--- src/rtl/image_pipe_pkg.sv ---
// Shared types and 1080p defaults for the image pipeline front end.
// Used by the sync controller, timing generator and debayer.
package image_pipe_pkg;

    typedef enum logic [2:0] {
        IDLE,
        SKIP,
        ARM,
        RUN,
        ERR
    } state_t;

    localparam int ERR_GEOM = 0;
    localparam int ERR_OVF  = 1;

    localparam int H_ACTIVE_1080P = 1920;
    localparam int V_ACTIVE_1080P = 1080;
    localparam int HCNT_W_1080P   = 12;
    localparam int VCNT_W_1080P   = 11;

endpackage

--- src/rtl/vid_geom_counter.sv ---
// Edge detection on frame/line valid plus pixel and line counters.
// Emits line_ok/frame_ok strobes when a line or frame ends with the expected size.
module vid_geom_counter
    import image_pipe_pkg::*;
#(
    parameter int H_ACTIVE = H_ACTIVE_1080P,
    parameter int V_ACTIVE = V_ACTIVE_1080P,
    parameter int HCNT_W   = HCNT_W_1080P,
    parameter int VCNT_W   = VCNT_W_1080P
) (
    input  logic clk,
    input  logic reset_n,
    input  logic frame_valid,
    input  logic line_valid,
    output logic fv_fall,
    output logic lv_fall,
    output logic lv_rise,
    output logic line_ok,
    output logic frame_ok
);

    localparam logic [HCNT_W:0] H_EXP = (HCNT_W+1)'(H_ACTIVE);
    localparam logic [VCNT_W:0] V_EXP = (VCNT_W+1)'(V_ACTIVE);

    logic              fv_r;
    logic              lv_r;
    logic [HCNT_W-1:0] hcnt;
    logic [VCNT_W-1:0] vcnt;
    logic [HCNT_W:0]   hlen;
    logic [VCNT_W:0]   vlen;

    assign fv_fall = fv_r & ~frame_valid;
    assign lv_fall = lv_r & ~line_valid;
    assign lv_rise = ~lv_r & line_valid;

    // hcnt restarts at 0 on the first pixel, so the length is hcnt + 1;
    // a line ending with the frame still counts toward the frame total
    assign hlen = {1'b0, hcnt} + (HCNT_W+1)'(1);
    assign vlen = {1'b0, vcnt} + {{VCNT_W{1'b0}}, lv_fall};

    assign line_ok  = lv_fall & (hlen == H_EXP);
    assign frame_ok = fv_fall & (vlen == V_EXP);

    always_ff @(posedge clk or negedge reset_n) begin
        if (!reset_n) begin
            fv_r <= 1'b0;
            lv_r <= 1'b0;
            hcnt <= '0;
            vcnt <= '0;
        end else begin
            fv_r <= frame_valid;
            lv_r <= line_valid;
            if (lv_rise)
                hcnt <= '0;
            else if (line_valid && hcnt != '1)
                hcnt <= hcnt + HCNT_W'(1);
            if (fv_fall)
                vcnt <= '0;
            else if (lv_fall && vcnt != '1)
                vcnt <= vcnt + VCNT_W'(1);
        end
    end

endmodule

--- src/rtl/image_pipe_sync_ctrl.sv ---
// Locks the image pipeline onto camera video: skips start-up frames,
// arms the timing generator on a frame's first line, and drops lock on errors.
module image_pipe_sync_ctrl
    import image_pipe_pkg::*;
#(
    parameter int H_ACTIVE    = H_ACTIVE_1080P,
    parameter int V_ACTIVE    = V_ACTIVE_1080P,
    parameter int SKIP_FRAMES = 1,
    parameter int HCNT_W      = HCNT_W_1080P,
    parameter int VCNT_W      = VCNT_W_1080P
) (
    input  logic        clk,
    input  logic        reset_n,
    input  logic        frame_valid,
    input  logic        line_valid,
    input  logic        fifo_full,
    output logic        gen_rstn,
    output logic        fifo_rst,
    output logic        locked,
    output logic        err_pulse,
    output logic [1:0]  err_code,
    output logic [15:0] frame_cnt
);

    localparam logic [3:0] SKIP_LAST = 4'(SKIP_FRAMES - 1);

    state_t     state;
    state_t     nxt;
    logic [3:0] skip_cnt;
    logic       fv_fall;
    logic       lv_fall;
    logic       lv_rise;
    logic       line_ok;
    logic       frame_ok;
    logic       geom_err;
    logic       ovf_err;

    vid_geom_counter #(
        .H_ACTIVE (H_ACTIVE),
        .V_ACTIVE (V_ACTIVE),
        .HCNT_W   (HCNT_W),
        .VCNT_W   (VCNT_W)
    ) u_geom (
        .clk         (clk),
        .reset_n     (reset_n),
        .frame_valid (frame_valid),
        .line_valid  (line_valid),
        .fv_fall     (fv_fall),
        .lv_fall     (lv_fall),
        .lv_rise     (lv_rise),
        .line_ok     (line_ok),
        .frame_ok    (frame_ok)
    );

    assign geom_err = (lv_fall & ~line_ok) | (fv_fall & ~frame_ok);
    assign ovf_err  = fifo_full & line_valid;

    // Arming needs a fresh line inside the frame so the first hcnt is whole
    always_comb begin
        nxt = state;
        unique case (state)
            IDLE: if (!frame_valid) nxt = SKIP;
            SKIP: begin
                if (SKIP_FRAMES == 0)
                    nxt = ARM;
                else if (fv_fall && skip_cnt == SKIP_LAST)
                    nxt = ARM;
            end
            ARM:  if (frame_valid && lv_rise) nxt = RUN;
            RUN:  if (geom_err || ovf_err) nxt = ERR;
            ERR:  nxt = IDLE;
            default: nxt = IDLE;
        endcase
    end

    always_ff @(posedge clk or negedge reset_n) begin
        if (!reset_n) begin
            state     <= IDLE;
            skip_cnt  <= '0;
            gen_rstn  <= 1'b0;
            fifo_rst  <= 1'b1;
            locked    <= 1'b0;
            err_pulse <= 1'b0;
            err_code  <= '0;
            frame_cnt <= '0;
        end else begin
            state     <= nxt;
            gen_rstn  <= (nxt == RUN);
            locked    <= (nxt == RUN);
            err_pulse <= (nxt == ERR);
            fifo_rst  <= (nxt == ARM || nxt == RUN) ? ~frame_valid : 1'b1;
            if (state != SKIP)
                skip_cnt <= '0;
            else if (fv_fall)
                skip_cnt <= skip_cnt + 4'd1;
            if (state == RUN) begin
                if (geom_err) err_code[ERR_GEOM] <= 1'b1;
                if (ovf_err)  err_code[ERR_OVF]  <= 1'b1;
                if (fv_fall && !geom_err && !ovf_err)
                    frame_cnt <= frame_cnt + 16'd1;
            end
        end
    end

endmodule

--- config.mk ---
export PLATFORM = sky130hd
export DESIGN_NAME = image_pipe_sync_ctrl
export DESIGN_NICKNAME = d
export VERILOG_FILES = /design/src/rtl/image_pipe_pkg.sv /design/src/rtl/vid_geom_counter.sv /design/src/rtl/image_pipe_sync_ctrl.sv
export SDC_FILE = /design/constraint.sdc
export NUM_CORES = 1
export LEC_CHECK = 0
export ABC_AREA = 0
export CORE_AREA = 2 2 98 100
export DETAILED_ROUTE_END_ITERATION = 8
export DIE_AREA = 0 0 100 102
export GPL_TIMING_DRIVEN = 0
export SKIP_LAST_GASP = 1
export SLEW_MARGIN = 20
export SYNTH_ARGS = -nofsm -noshare
export SYNTH_HDL_FRONTEND = slang
export SYNTH_HIERARCHICAL = 1
export SYNTH_SLANG_ARGS = --single-unit
--- constraint.sdc ---
create_clock -name clk -period 3.67 [get_ports clk]
set_clock_uncertainty 0.2 [all_clocks]
set_input_delay 0.734 -clock clk [delete_from_list [all_inputs] [get_ports clk]]
set_output_delay 0.734 -clock clk [all_outputs]
set_load 0.1 [all_outputs]
; ---- Yosys cells after proc, flatten, opt, wreduce, memory -nomap -nowiden
; Index checks and enable logic that the tools add are counted.
[totals]
word_cells = 73
out_inout_bits = 22
inputBits = 5
regBits = 53
[op_classes]
n_addsub = 6
n_eq_ne = 11
bitwise_logic = 14
n_reduce_logical = 18
mux = 12
[op_table]
columns = cell, count
row1 = $mux W12, 2
row2 = $mux W11, 2
row3 = $add A16 B1 Y16 const B, 1
row4 = $add A12 B1 Y13 const B, 1
row5 = $eq A13 B11 Y1 const B, 1
row6 = $add A11 B1 Y12, 1
row7 = $add A12 B1 Y12 const B, 1
row8 = $eq A12 B11 Y1 const B, 1
row9 = $eq A3 B2 Y1 const B, 4
row10 = $mux W3, 4
row11 = $ne A12 B12 Y1 const B, 1
row12 = $pmux W3 S4, 1
row13 = $add A11 B1 Y11 const B, 1
row14 = $ne A11 B11 Y1 const B, 1
row15 = $and A1 B1 Y1, 8
row16 = $mux W4, 2
row17 = $logic_and A1 B1 Y1, 6
row18 = $reduce_and A2 Y1, 3
row19 = $reduce_bool A2 Y1, 3
row20 = $not A1 Y1, 5
row21 = $add A4 B1 Y4 const B, 1
row22 = $logic_not A4 Y1, 1
row23 = $eq A3 B1 Y1 const B, 1
row24 = $eq A3 B3 Y1 const B, 1
row25 = 6 further kinds, 8

; ---- Logic depth before layout (Yosys ltp)
[logic_depth]
depth_word = 14
depth_mapped = 12
mapped_depth_nobuf = 12

; ---- By module
; The synthesis kept the hierarchy.
[by_module_without_submodules]
columns = module, area_per_inst_um2, seq_area_each_um2, n_inst, cells_each
row1 = vid_geom_counter, 1745.4, 625.6, 1, 194
row2 = image_pipe_sync_ctrl, 1376.3, 701.9, 1, 120

; ---- Least setup slack after synthesis
; Ideal clock, no wire load.
[synth_path]
kind = input-to-reg
from = input port line_valid
to = register frame_cnt[1]
t_required_ps = 3344
arrival_ps = 3039
setup_ps = 126
n_path_buf = 0
path_slack_ps = 305
cell_stages = 11
cell_sequence = nand2b_1 inv_1 ha_1 ha_1 nor4_1 o221ai_1 a2111oi_2 nand2b_2 and3_1 nand2_1 mux2_2
[synth_via]
elab_chain_len = 12
word_cells_on_any_way = 17
classes_between = add/sub (1) / eq/ne (1) / bitwise (10) / reduce/logical (5)
[synth_lines]
columns = element, line_no
row1 = from (decl), image_pipe_sync_ctrl.sv:15  ; input logic line_valid,
row2 = $not A1 Y1, vid_geom_counter.sv:33  ; assign lv_fall = lv_r & ~line_valid;
row3 = $and A1 B1 Y1, vid_geom_counter.sv:33
row4 = named net lv_fall, image_pipe_sync_ctrl.sv:31  ; logic lv_fall;
row5 = $add A11 B1 Y12, vid_geom_counter.sv:39  ; assign vlen = {1'b0, vcnt} + {{VCNT_W{1'b0}}, lv_fall};
row6 = $eq A12 B11 Y1, vid_geom_counter.sv:42  ; assign frame_ok = fv_fall & (vlen == V_EXP);
row7 = $and A1 B1 Y1, vid_geom_counter.sv:42
row8 = named net frame_ok, image_pipe_sync_ctrl.sv:34  ; logic frame_ok;
row9 = $not A1 Y1, image_pipe_sync_ctrl.sv:55  ; assign geom_err = (lv_fall & ~line_ok) | (fv_fall & ~frame_ok);
row10 = $and A1 B1 Y1, image_pipe_sync_ctrl.sv:55
row11 = $or A1 B1 Y1, image_pipe_sync_ctrl.sv:55
row12 = $logic_not A1 Y1, image_pipe_sync_ctrl.sv:99  ; if (fv_fall && !geom_err && !ovf_err)
row13 = $logic_and A1 B1 Y1 (2 in series), image_pipe_sync_ctrl.sv:99
row14 = $reduce_and A2 Y1 (no line), n/a
row15 = to (signal assigned), image_pipe_sync_ctrl.sv:100  ; frame_cnt <= frame_cnt + 16'd1;
row16 = to (decl), image_pipe_sync_ctrl.sv:22  ; output logic [15:0] frame_cnt
; The timed path passes the listed nets, and every way through them passes these cells.
; A chain may end at the register's enable or synchronous reset.

; ---- Worst setup path after layout
[layout_path]
from = input port line_valid
to = register frame_cnt[15]
; Same word-level chain as after synthesis.

==> flow_metrics.tcl <==
set metrics [dict create \
    grt_pass1_wl_um 11500 \
    antenna_found_initial 0 \
    post-route-drc-count 0 \
    grtUsageMet2_pct 21.5 \
    drtAntennaViolNets 0 \
    cp.depth 12 \
    crit_slowest_cell "nor4_4" \
    post-place-ws_ps -865 \
    finalSetupViolations 0 \
    syn_avg_cell_area_um2 9.94 \
    netlist-cell-type-count 70 \
    synthCells 314 \
    reg2reg_from "u_geom/lv_r" \
    r2r_cells 11 \
    vdd_drop_max_v 0.000326 \
    synth_xor_area_share_pct 7.29 \
    max_cap_violations 0 \
    finalCritPeriodShare_pct 94.6 \
    busiest_layer "met2" \
    synth.area.mux_share_pct 2.04 \
    p_clk_share_pct 22.2 \
    p_leak_nw 1.53 \
    post-synth-top-area-fraction_pct 41.7 \
    htreeDepth 2 \
    postSynthNetCount 327 \
    ys_async_sr_fraction_pct 100 \
    slowest_delay_ps 340 \
    synth_area_um2 3120 \
    grt.total_usage_pct 14.1 \
    crit_arrival_ps 3510 \
    die_h_um 102 \
    slew_viol_final 0 \
    utilization_pct 40.0 \
    grt_use_met3_pct 3.01 \
    power_frac_comb_pct 31.6 \
    synthTopCellsByArea "dfrtp_1 42%, xor2_1 4.8%, ha_1 3.2%" \
    cpLargestDelayFamily "simple AND/OR/NAND/NOR gates" \
    clock_sinks 53 \
    r2r_end "frame_cnt[15]" \
    via_count 2408 \
    cts_buffers 5 \
    io_pins 27 \
    drive_gt1_share_pct 16.4 \
    p_int_mw 0.924 \
    min_path_type "primary input to async pin" \
    fin_tns_setup_ps 0 \
    critPathRequiredTime_ps 3710 \
    cts.hold.buffers_added 0 \
    core_um2 9110 \
    grt_max_degree 54 \
    hold_viol_final 0 \
    drtIter0Drc 111 \
    p_sw_mw 0.622 \
    wirelength_um 6580 \
    end_kind "register" \
    port_buffers 26 \
    synth-compound-area-share_pct 13.6 \
    worstSetupPathType "primary input to register" \
    cpMostUsedCell "nand2b_4" \
    path_clk_slew_ps 100 \
    final_nets 360 \
    fp-row-count 35 \
    gr-total-overflow 0 \
    crit_chain "clkdlybuf4s15_2 -> nand2b_4 -> inv_1 -> ha_2 -> ha_1 -> nor4_1 -> o221ai_1 -> a2111oi_2 -> nand2b_4 -> nand3_2 -> nor4_4 -> xor2_1" \
    wl_per_cell_um 14.3 \
    clk_latency_ps 320 \
    gp_congestion 0.770 \
    start_kind "primary input" \
    diodes 0 \
    p_seq_share_pct 46.2 \
    first_global_vias 2354 \
    tightest_slew_ps 1010 \
    slew-limit-headroom_pct 32.5 \
    switching_share_pct 40.2 \
    synthAdderAreaFrac_pct 3.21 \
    setup_slack_ps 197 \
    fmax_mhz 288 \
    layout_min_cycle_time_ps 3470 \
    ys.warnings.count 6 \
    synth_top_area_cell "dfrtp_1" \
    drtPass1Iterations 4 \
    status "finished, final reports clean" \
    area_delta_synth_final_pct 16.7 \
    critPathBufInv 2 \
    total_power_mw 1.55 \
    die_area_um2 10200 \
    synth-simple-area-share_pct 27.1 \
    path_max_fanout 7 \
    power_density_nw_per_um2 424 \
    dp_hpwl_um 4630 \
    r2r_slack_ps 470 \
    rsz0062_at_grt "no" \
    initial_utilization_pct 34.3 \
    ys.flop_type "dfrtp_1" \
    synth_seq_cells 53 \
    cts_tree "yes" \
    vias_per_cell 5.25 \
    clk_path_buf_depth 2 \
    seq_area_frac_synth_pct 42.5 \
    grtUsageMet1_pct 20.0 \
    cts_setup_buffers 0 \
    fp.dieW_um 100 \
    cts-root-buf "clkbuf_8" \
    synth_top_family_by_area "simple AND/OR/NAND/NOR gates" \
    synth_edf_count 0 \
]
==> worst max path at each step <==
stage	start	endpoint
floorplan	line_valid	frame_cnt[1]
global placement	line_valid	frame_cnt[15]
detailed placement	line_valid	frame_cnt[1]
CTS	line_valid	frame_cnt[1]
global route	line_valid	frame_cnt[14]
finish	line_valid	frame_cnt[15]
==> logic make-up after synthesis <==
kind of cell / Yosys count
simple gates: 137
xor+xnor: 26
buf+inv: 28
flops: 53
compound gates: 56
fa+ha+maj: 8
mux: 6
==> cells in the final DEF (no fill, tap or decap), types with 8 or more instances in the layout <==
cell type	Yosys	final
clkdlybuf4s50_1	0	24
nand3_1	13	13
o21ai_0	12	12
nand2_1	25	25
dfrtp_1	52	52
nand2b_1	9	8
inv_1	13	13
a21oi_1	10	10
xor2_1	17	17
nor2_1	20	20
nor3_1	11	11
xnor2_1	9	9
==> per-layer routing <==
layer / part of all wire [%] / vias up
met1: 49 / 1151
li1: - / 1202
met4: 1.2 / 0
met2: 45 / 48
met5: 0 / -
met3: 4.8 / 7
==> worst reg2reg max path: cells and delay by family (launching register included) <==
kind	cells	cell delay [ps]
buffers and inverters	1	140
flip-flops	1	490
adder cells (fa/ha/maj)	2	470
XOR/XNOR	1	170
AO/OA/AOI/OAI	2	500
AND/OR/NAND/NOR	5	1160
==> layout make-up <==
cell class,instances,area (um2)
plain buffers,14,77.6
clock buffers,5,68.8
clock inverters,3,21.3
fillers,916,5470
inverters,14,52.6
multi-input cells,233,1700
flip-flops and latches,53,1330
well taps,111,139
repair buffers,26,259
==> what timing repair did <==
action | in CTS | in global routing
gates resized for setup | 6 | 4
pin swaps | 0 | 1
setup endpoints to repair | 23 | 12
==> power by group through the flow <==
stage	sequential, mW	clock (mW)	combinational [mW]
after floorplan	0.907	0	0.179
after global placement	0.725	0	0.482
after detailed placement	0.725	0	0.489
after CTS	0.715	0.359	0.492
after global routing	0.729	0.381	0.522
final	0.715	0.344	0.488
==> synthesized netlist by cell type (3+ instances only) <==
| master | count |
|---|---|
| dfrtp_1 | 52 |
| nand2_1 | 25 |
| nor2_1 | 20 |
| xor2_1 | 17 |
| inv_1 | 13 |
| nand3_1 | 13 |
| o21ai_0 | 12 |
| nor3_1 | 11 |
| a21oi_1 | 10 |
| nand2b_1 | 9 |
| xnor2_1 | 9 |
| ha_1 | 8 |
| buf_2 | 7 |
| nand4_1 | 7 |
| or3_1 | 7 |
| a22o_1 | 6 |
| nor4_1 | 4 |
| nor4_2 | 4 |
| a2111oi_2 | 3 |
| a41oi_1 | 3 |
| mux2i_1 | 3 |
| nand3_2 | 3 |
| nand3b_1 | 3 |
| nor2b_1 | 3 |
| o31ai_1 | 3 |
| o41ai_1 | 3 |
==> state kept, by name, summed over array words and instances, names as in the netlist <==
signal / flops
locked: 1
err_code: 2
frame_cnt: 16
err_pulse: 1
fifo_rst: 1
u_geom/fv_r: 1
u_geom/vcnt: 11
u_geom/hcnt: 12
state: 3
skip_cnt: 4
u_geom/lv_r: 1
==> through the flow <==
stage          instances  hold WS [ps]  area (um2)
6_report             459           243        3640
3_5_place_dp         451           261        3520
4_1_cts              459           279        3620
2_1_floorplan        314           238        3120
5_1_grt              459           302        3640
3_3_place_gp         451           256        3520
No activity file was read; power rests on OpenSTA's default activity.
